<file path="src/rtl/pwm_capture.sv">
// Purpose: recovers the N-bit duty value of an asynchronous PWM line, one sample per PWM period.
// Latency: pwm_in_i rising edge to valid_o is 3 clk (4 clk when PWM_CAPTURE_DEGLITCH_EN is defined).
// Backpressure: none; valid_o is a one-cycle strobe and the consumer must take it when it fires.
//
// Ports:
//   clk_i         system clock, all logic on the rising edge
//   rst_ni        synchronous active-low reset
//   pwm_in_i      asynchronous PWM line
//   duty_o        last recovered duty (high cycles per frame, clipped to 2^N-1)
//   valid_o       one-cycle strobe: duty_o, period_err_o and stuck_o were updated
//   period_err_o  last completed frame length was not 2^N cycles
//   stuck_o       last timeout happened with the line high
// Build option: PWM_CAPTURE_DEGLITCH_EN inserts a 3-sample majority filter after the synchronizer.
module pwm_capture #(
    parameter int N = 6
) (
    input  logic         clk_i,
    input  logic         rst_ni,
    input  logic         pwm_in_i,
    output logic [N-1:0] duty_o,
    output logic         valid_o,
    output logic         period_err_o,
    output logic         stuck_o
);
    localparam int PW = N + 2;
    localparam int HW = N + 1;
    localparam logic [PW-1:0] FRAME_LEN   = PW'(2**N);
    localparam logic [PW-1:0] TIMEOUT_LEN = PW'(2**N + 2);
    localparam logic [HW-1:0] HIGH_SAT    = HW'(2**N);
    localparam logic [N-1:0]  DUTY_MAX    = '1;

    typedef enum logic {IDLE = 1'b0, ARMED = 1'b1} state_t;

    state_t        state_q, state_d;
    logic          sync1_q, sync2_q;
    logic          level, level_prev_q;
    logic          rise, timeout;
    logic [PW-1:0] period_cnt_q, period_cnt_d;
    logic [HW-1:0] high_cnt_q, high_cnt_d;
    logic [N-1:0]  duty_q, duty_d;
    logic          valid_q, valid_d;
    logic          period_err_q, period_err_d;
    logic          stuck_q, stuck_d;

`ifdef PWM_CAPTURE_DEGLITCH_EN
    // Two older samples of the synced line; the majority of three rejects
    // single-cycle pulses and dropouts and delays both edges by one cycle.
    logic [1:0] hist_q;

    always_ff @(posedge clk_i) begin
        if (!rst_ni) begin
            hist_q <= '0;
        end else begin
            hist_q <= {hist_q[0], sync2_q};
        end
    end

    assign level = (sync2_q & hist_q[0]) | (sync2_q & hist_q[1]) | (hist_q[0] & hist_q[1]);
`else
    assign level = sync2_q;
`endif

    assign rise    = level & ~level_prev_q;
    assign timeout = (period_cnt_q == TIMEOUT_LEN);

    always_ff @(posedge clk_i) begin
        if (!rst_ni) begin
            sync1_q      <= 1'b0;
            sync2_q      <= 1'b0;
            level_prev_q <= 1'b0;
            state_q      <= IDLE;
            period_cnt_q <= '0;
            high_cnt_q   <= '0;
            duty_q       <= '0;
            valid_q      <= 1'b0;
            period_err_q <= 1'b0;
            stuck_q      <= 1'b0;
        end else begin
            sync1_q      <= pwm_in_i;
            sync2_q      <= sync1_q;
            level_prev_q <= level;
            state_q      <= state_d;
            period_cnt_q <= period_cnt_d;
            high_cnt_q   <= high_cnt_d;
            duty_q       <= duty_d;
            valid_q      <= valid_d;
            period_err_q <= period_err_d;
            stuck_q      <= stuck_d;
        end
    end

    always_comb begin
        state_d      = state_q;
        period_cnt_d = period_cnt_q + PW'(1);
        high_cnt_d   = high_cnt_q;
        duty_d       = duty_q;
        valid_d      = 1'b0;
        period_err_d = period_err_q;
        stuck_d      = stuck_q;

        if (level && (high_cnt_q != HIGH_SAT)) begin
            high_cnt_d = high_cnt_q + HW'(1);
        end

        // The rise cycle is cycle 1 of the new frame, so at the next rise
        // period_cnt_q holds the full frame length and high_cnt_q its high count.
        if (rise) begin
            period_cnt_d = PW'(1);
            high_cnt_d   = HW'(1);
            state_d      = ARMED;
            if (state_q == ARMED) begin
                valid_d      = 1'b1;
                duty_d       = (high_cnt_q == HIGH_SAT) ? DUTY_MAX : high_cnt_q[N-1:0];
                period_err_d = (period_cnt_q != FRAME_LEN);
                stuck_d      = 1'b0;
            end
        end else if (timeout) begin
            period_cnt_d = PW'(1);
            high_cnt_d   = '0;
            state_d      = IDLE;
            valid_d      = 1'b1;
            duty_d       = level ? DUTY_MAX : '0;
            period_err_d = 1'b0;
            stuck_d      = level;
        end
    end

    assign duty_o       = duty_q;
    assign valid_o      = valid_q;
    assign period_err_o = period_err_q;
    assign stuck_o      = stuck_q;

endmodule

</file>
<file path="config.mk">
export PLATFORM = sky130hd
export DESIGN_NAME = pwm_capture
export DESIGN_NICKNAME = d
export VERILOG_FILES = /design/src/rtl/pwm_capture.sv
export SDC_FILE = /design/constraint.sdc
export NUM_CORES = 1
export LEC_CHECK = 0
export BUFFER_PORTS_ARGS = -buffer_cell sky130_fd_sc_hd__buf_2
export CORE_ASPECT_RATIO = 0.8
export CORE_MARGIN = 10
export CORE_UTILIZATION = 51
export DETAILED_ROUTE_END_ITERATION = 8
export GPL_TIMING_DRIVEN = 0
export HOLD_SLACK_MARGIN = 0.06
export MAX_ROUTING_LAYER = met4
export PLACE_DENSITY = 0.71
export SKIP_CTS_REPAIR_TIMING = 1
export SLEW_MARGIN = 30
export SYNTH_ARGS = -nofsm -noshare
export SYNTH_HDL_FRONTEND = slang
export SYNTH_SLANG_ARGS = --single-unit
</file>
<file path="constraint.sdc">
create_clock -name clk_i -period 1.5 [get_ports clk_i]
set_clock_uncertainty 0.1 [all_clocks]
set_input_delay 0.15 -clock clk_i [delete_from_list [all_inputs] [get_ports clk_i]]
set_output_delay 0.15 -clock clk_i [all_outputs]
set_load 0.005 [all_outputs]
</file>
* After elaboration in Yosys (flattened, before gate mapping) *
Cells that the tools add are included.

word-level totals
  register bits after elaboration = 28
  logic and storage cells = 47

operators by class
  add/subtract/negate cells = 2
  eq/ne operators = 5
  muxes and demuxes = 20
  bitwise logic cells = 3
  reduce and logical (&&, ||, !) cells = 5

operator list
  operator                                                          count
  6-bit two-way mux                                                 5
  1-bit two-way mux                                                 15
  8-bit by 1-bit adder with 8-bit output (second input constant)    1
  8-bit by 7-bit == test with 1-bit output (second input constant)  1
  8-bit by 7-bit != test with 1-bit output (second input constant)  1
  7-bit by 1-bit adder with 7-bit output (second input constant)    1
  7-bit == test (second input constant)                             1
  7-bit != test (second input constant)                             1
  3-bit nonzero test                                                1
  3-bit OR reduction                                                1
  2-bit != test (second input constant)                             1
  1-bit NOT                                                         2
  2-bit AND reduction                                               1
  2-bit nonzero test                                                1
  1-bit AND                                                         1
  1-bit logical AND                                                 1

* Depth between registers and ports, before layout *
  word-level depth = 5
  gate-level depth with buffers = 6

* Least setup slack after synthesis *
Ideal clock, no wire load.

  path type = reg2reg
  start = register high_cnt_q[0]
  end = register duty_q[0], in the netlist duty_o[0]
  arrival = 1.374 ns
  path slack = -0.090 ns
  stages on the path, launching flop included = 7
  clock period less this slack = 1.590 ns
  cells stage by stage = dfxtp_1 inv_1 ha_1 nand2b_1 nor3_2 or3_2 a22o_1

between the ends
  word-level cells in the longest chain between the ends = 4

RTL lines
  what                    line  source
  from (decl)             39    logic [HW-1:0] high_cnt_q, high_cnt_d;
  from (signal assigned)  84    high_cnt_q <= high_cnt_d;
  7-bit == test           113   duty_d = (high_cnt_q == HIGH_SAT) ? DUTY_MAX : high_cnt_q[N-1:0];
  6-bit two-way mux *     113
  6-bit two-way mux *     111   if (state_q == ARMED) begin
  6-bit two-way mux *     107   if (rise) begin
  to (signal assigned)    85    duty_q <= duty_d;
  to (decl)               40    logic [N-1:0] duty_q, duty_d;

Mark *: on every way between the ends. The rest lies on a longest branch, timed or not. The select of a mux whose other input is x is not followed.
A chain may end at the register's enable or synchronous reset.

* Worst setup path after layout *
  start = register period_cnt_q[7]
  end = register duty_q[1], in the netlist duty_o[1]

between the ends
  word-level cells in the longest chain between the ends = 3

RTL lines
  what                                      line  source
  from (decl)                               38    logic [PW-1:0] period_cnt_q, period_cnt_d;
  from (signal assigned)                    83    period_cnt_q <= period_cnt_d;
  8-bit by 7-bit == test with 1-bit output  64    assign timeout = (period_cnt_q == TIMEOUT_LEN);
  2-bit nonzero test (no line)              --
  2-bit AND reduction (no line)             --

Every way passes these cells.

==> results by group <==
Run status
  • Run status: finished with violations
  • Violated checks: setup timing

GRT
  • Total GRT Usage: 10.55%
  • Overflow after GRT: 0
  • Vias in the first global route: 872
  • First-pass GRT wire length: 3946 um
  • Largest net degree at the start of global routing: 17
  • Antenna violations before repair: 0

Placement
  • Cells after DPL: 168
  • Detailed Place HPWL: 1712 um
  • Gp weighted congestion: 0.7906
  • I/O Buffers: 11

STA
  • Relative slew margins: 75.46%
  • Slew @ Worst Pin: 368.0 ps
  • # setup viols final: 2
  • Setup ws final: -15.04 ps
  • Final hold slack: 191.0 ps
  • RSZ-0062 raised after global routing: true
  • TNS Setup: -29.60 ps
  • Fin crit share: 101.0%
  • Final Hold Fails: 0
  • Min cycle time layout: 1515 ps
  • Max Freq: 0.6600 GHz
  • Slew Limit Fails: 0

Worst setup path
  • CP startpoint kind: flip-flop
  • CP Capture Type: flip-flop
  • Critical path start-end classification: reg2reg
  • Crit path arrival time: 1670 ps
  • Crit-path max FO: 6
  • R2r worst-path depth: 4
  • Critical path origin: period_cnt_q[7]
  • Critical Path RT: 1650 ps
  • Reg-to-reg startpoint: period_cnt_q[7]

Routing
  • Detailed-route via count: 951
  • DRC violations left: 0
  • Antenna Nets Post-Route: 0
  • Via density: 5.343
  • TritonRoute pass-1 iters: 4
  • DR WL/cell: 14.19 um
  • Routed WL: 2525 um
  • Iter 0 DRT Violations: 78

Synth
  • Mapped Nets: 138
  • Register area share after synthesis: 44.49%
  • Top FF cell, synth: dfxtp_1
  • Post-Syn Area: 1260 um^2
  • Count of cell types in the netlist: 41
  • Async set or reset register ratio after synthesis: 0%
  • Yosys top cell by area: dfxtp_1
  • Number of synthesized flops with an enable pin: 0
  • Mapped Cells: 130
  • Synth warn: 0
  • Area contributors post-synth: dfxtp_1, xor2_1, nor2_1, ha_1, nand3_1
  • Yosys top cell area share: 44.49%
  • Mean Syn Cell Area: 9.692 um^2
  • Synth Register Bits: 28

Finish
  • N_diodes: 0
  • Filler cells: 201
  • Final core occ: 63.70%
  • Nets: 160
  • Share of cells above drive strength 1: 33.11%
  • Post-Layout Cell Count: 178
  • Synth-to-layout area growth: 21.45%

Floorplanning
  • Initial Util: 52.45%
  • Die width: 75.57 um
  • Die area: 4871 um^2
  • Row cnt: 16
  • Io pins: 12
  • DIE HEIGHT: 64.46 um
  • Core area: 2402 um^2

Clock tree
  • Cts bufs inserted: 3
  • Clk sinks: 28
  • CTS tree: done
  • Worst-skew pair later-pin latency: 340 ps
  • Clk buf depth: 2
  • Clk Tree Root Cell: clkbuf_4
  • Clock-pin slew on the worst setup and hold paths: 150 ps
  • CTS H-tree depth: 1

Worst hold path
  • Worst min path class: in2reg
  • Hold path start: rst_ni
  • Hold Path Cell Cnt: 3

Pwr
  • Leak: 0.6184 nW
  • Maximum vdd ir drop: 0.0005530 V
  • Pwr dens: 905.7 nW/um^2

Flow run
  • Max-Cap Viols: 0
-- routing by layer --
metal	wire [um]	vias up	GRT usage, %	share of wire (%)
li1	-	492	-	-
met2	1140	15	15.27	45
met3	153	2	4.566	6.1
met4	19	0	3.472	0.75
met1	1212	442	12.81	48
met5	0	-	-	0
-- worst paths after layout --
check | endpoint | slack (ps)
hold / removal | valid_o | 190
hold reg to reg | level | 350
setup / recovery | duty_o[1] | -20
setup reg to reg | duty_o[1] | -20
-- critical path: stages, from the launching register on --
cell and delay (ps):
dfxtp_2 360, nor4_4 380, and4_4 340, nor2_4 60, a22o_1 200
-- report_power, final --
part	internal, mW	total, mW	switching [mW]
registers	0.758	0.778	0.0201
logic	0.0575	0.119	0.0617
clock network	0.271	0.489	0.218
total	1.09	1.39	0.300
-- sequential cells by signal, indices dropped and copies added, names as in the netlist --
register / count
level_prev_q: 1
high_cnt_q: 7
level: 1
duty_o: 6
stuck_o: 1
valid_o: 1
sync1_q: 1
period_cnt_q: 8
period_err_o: 1
state_q: 1
-- cell usage after synthesis, types with 2 or more instances --
| cell type | number |
|---|---|
| dfxtp_1 | 28 |
| nor2_1 | 17 |
| nand3_1 | 8 |
| xor2_1 | 8 |
| inv_1 | 6 |
| nand2_1 | 6 |
| ha_1 | 5 |
| nor3_1 | 5 |
| o2bb2ai_1 | 4 |
| xnor2_1 | 3 |
| a21oi_1 | 2 |
| a22o_1 | 2 |
| and2_1 | 2 |
| and3_2 | 2 |
| buf_4 | 2 |
| nand4_1 | 2 |
| nor2b_1 | 2 |
| o21ai_2 | 2 |
| o311ai_1 | 2 |
-- cells by family (layout without fill, tap and decap cells) --
group                      after synthesis  count (layout)  synth area share [%]
AOI/OAI and AO/OA                       18              18                 11.62
xor gates and xnor gates                11              11                 7.647
adders and majority gates                5               5                 4.965
buffers and inverters                    9              30                 3.276
DFF                                     28              28                 44.49
muxes                                    1               1                0.7945
and+or+nand+nor                         58              58                 27.21
-- layout make-up --
type                       instances  area (um^2)  area share (%)
multi-input combinational         93        716.9           46.85
sequential                        28        576.8           37.69
timing repair buffer              17        105.1           6.868
tap                               27        33.78           2.208
clock inverter                     1        30.03           1.962
clock buffer                       3        22.52           1.472
buffer                             3        22.52           1.472
inverter                           6        22.52           1.472
-- per-stage QoR --
stage,power (mW),cell area (um^2),setup slack [ps]
detailed placement,0.8840,1355,-80.16
finish,1.386,1530,-15.04
floorplan,0.8606,1266,19.46
global route,1.450,1530,-71.58
global placement,0.8804,1355,-67.79
CTS,1.374,1408,-100.9
-- layout by cell type (no fill, tap or decap), types with 2 or more instances in the layout --
master / count
and2_1: 2
nor2_1: 17
a22o_1: 2
dfxtp_2: 4
clkbuf_4: 3
nand2_1: 6
a21oi_1: 2
nor2b_1: 2
dfxtp_1: 21
nand4_1: 2
xor2_1: 8
buf_4: 5
dlygate4sd3_1: 2
nor3_1: 5
ha_1: 4
and3_2: 2
nand2b_4: 2
nand3_1: 6
buf_2: 11
nand3_2: 2
o2bb2ai_1: 4
inv_1: 5
dfxtp_4: 3
xnor2_1: 3
o21ai_2: 2
Power figures use the tool's default switching activity.
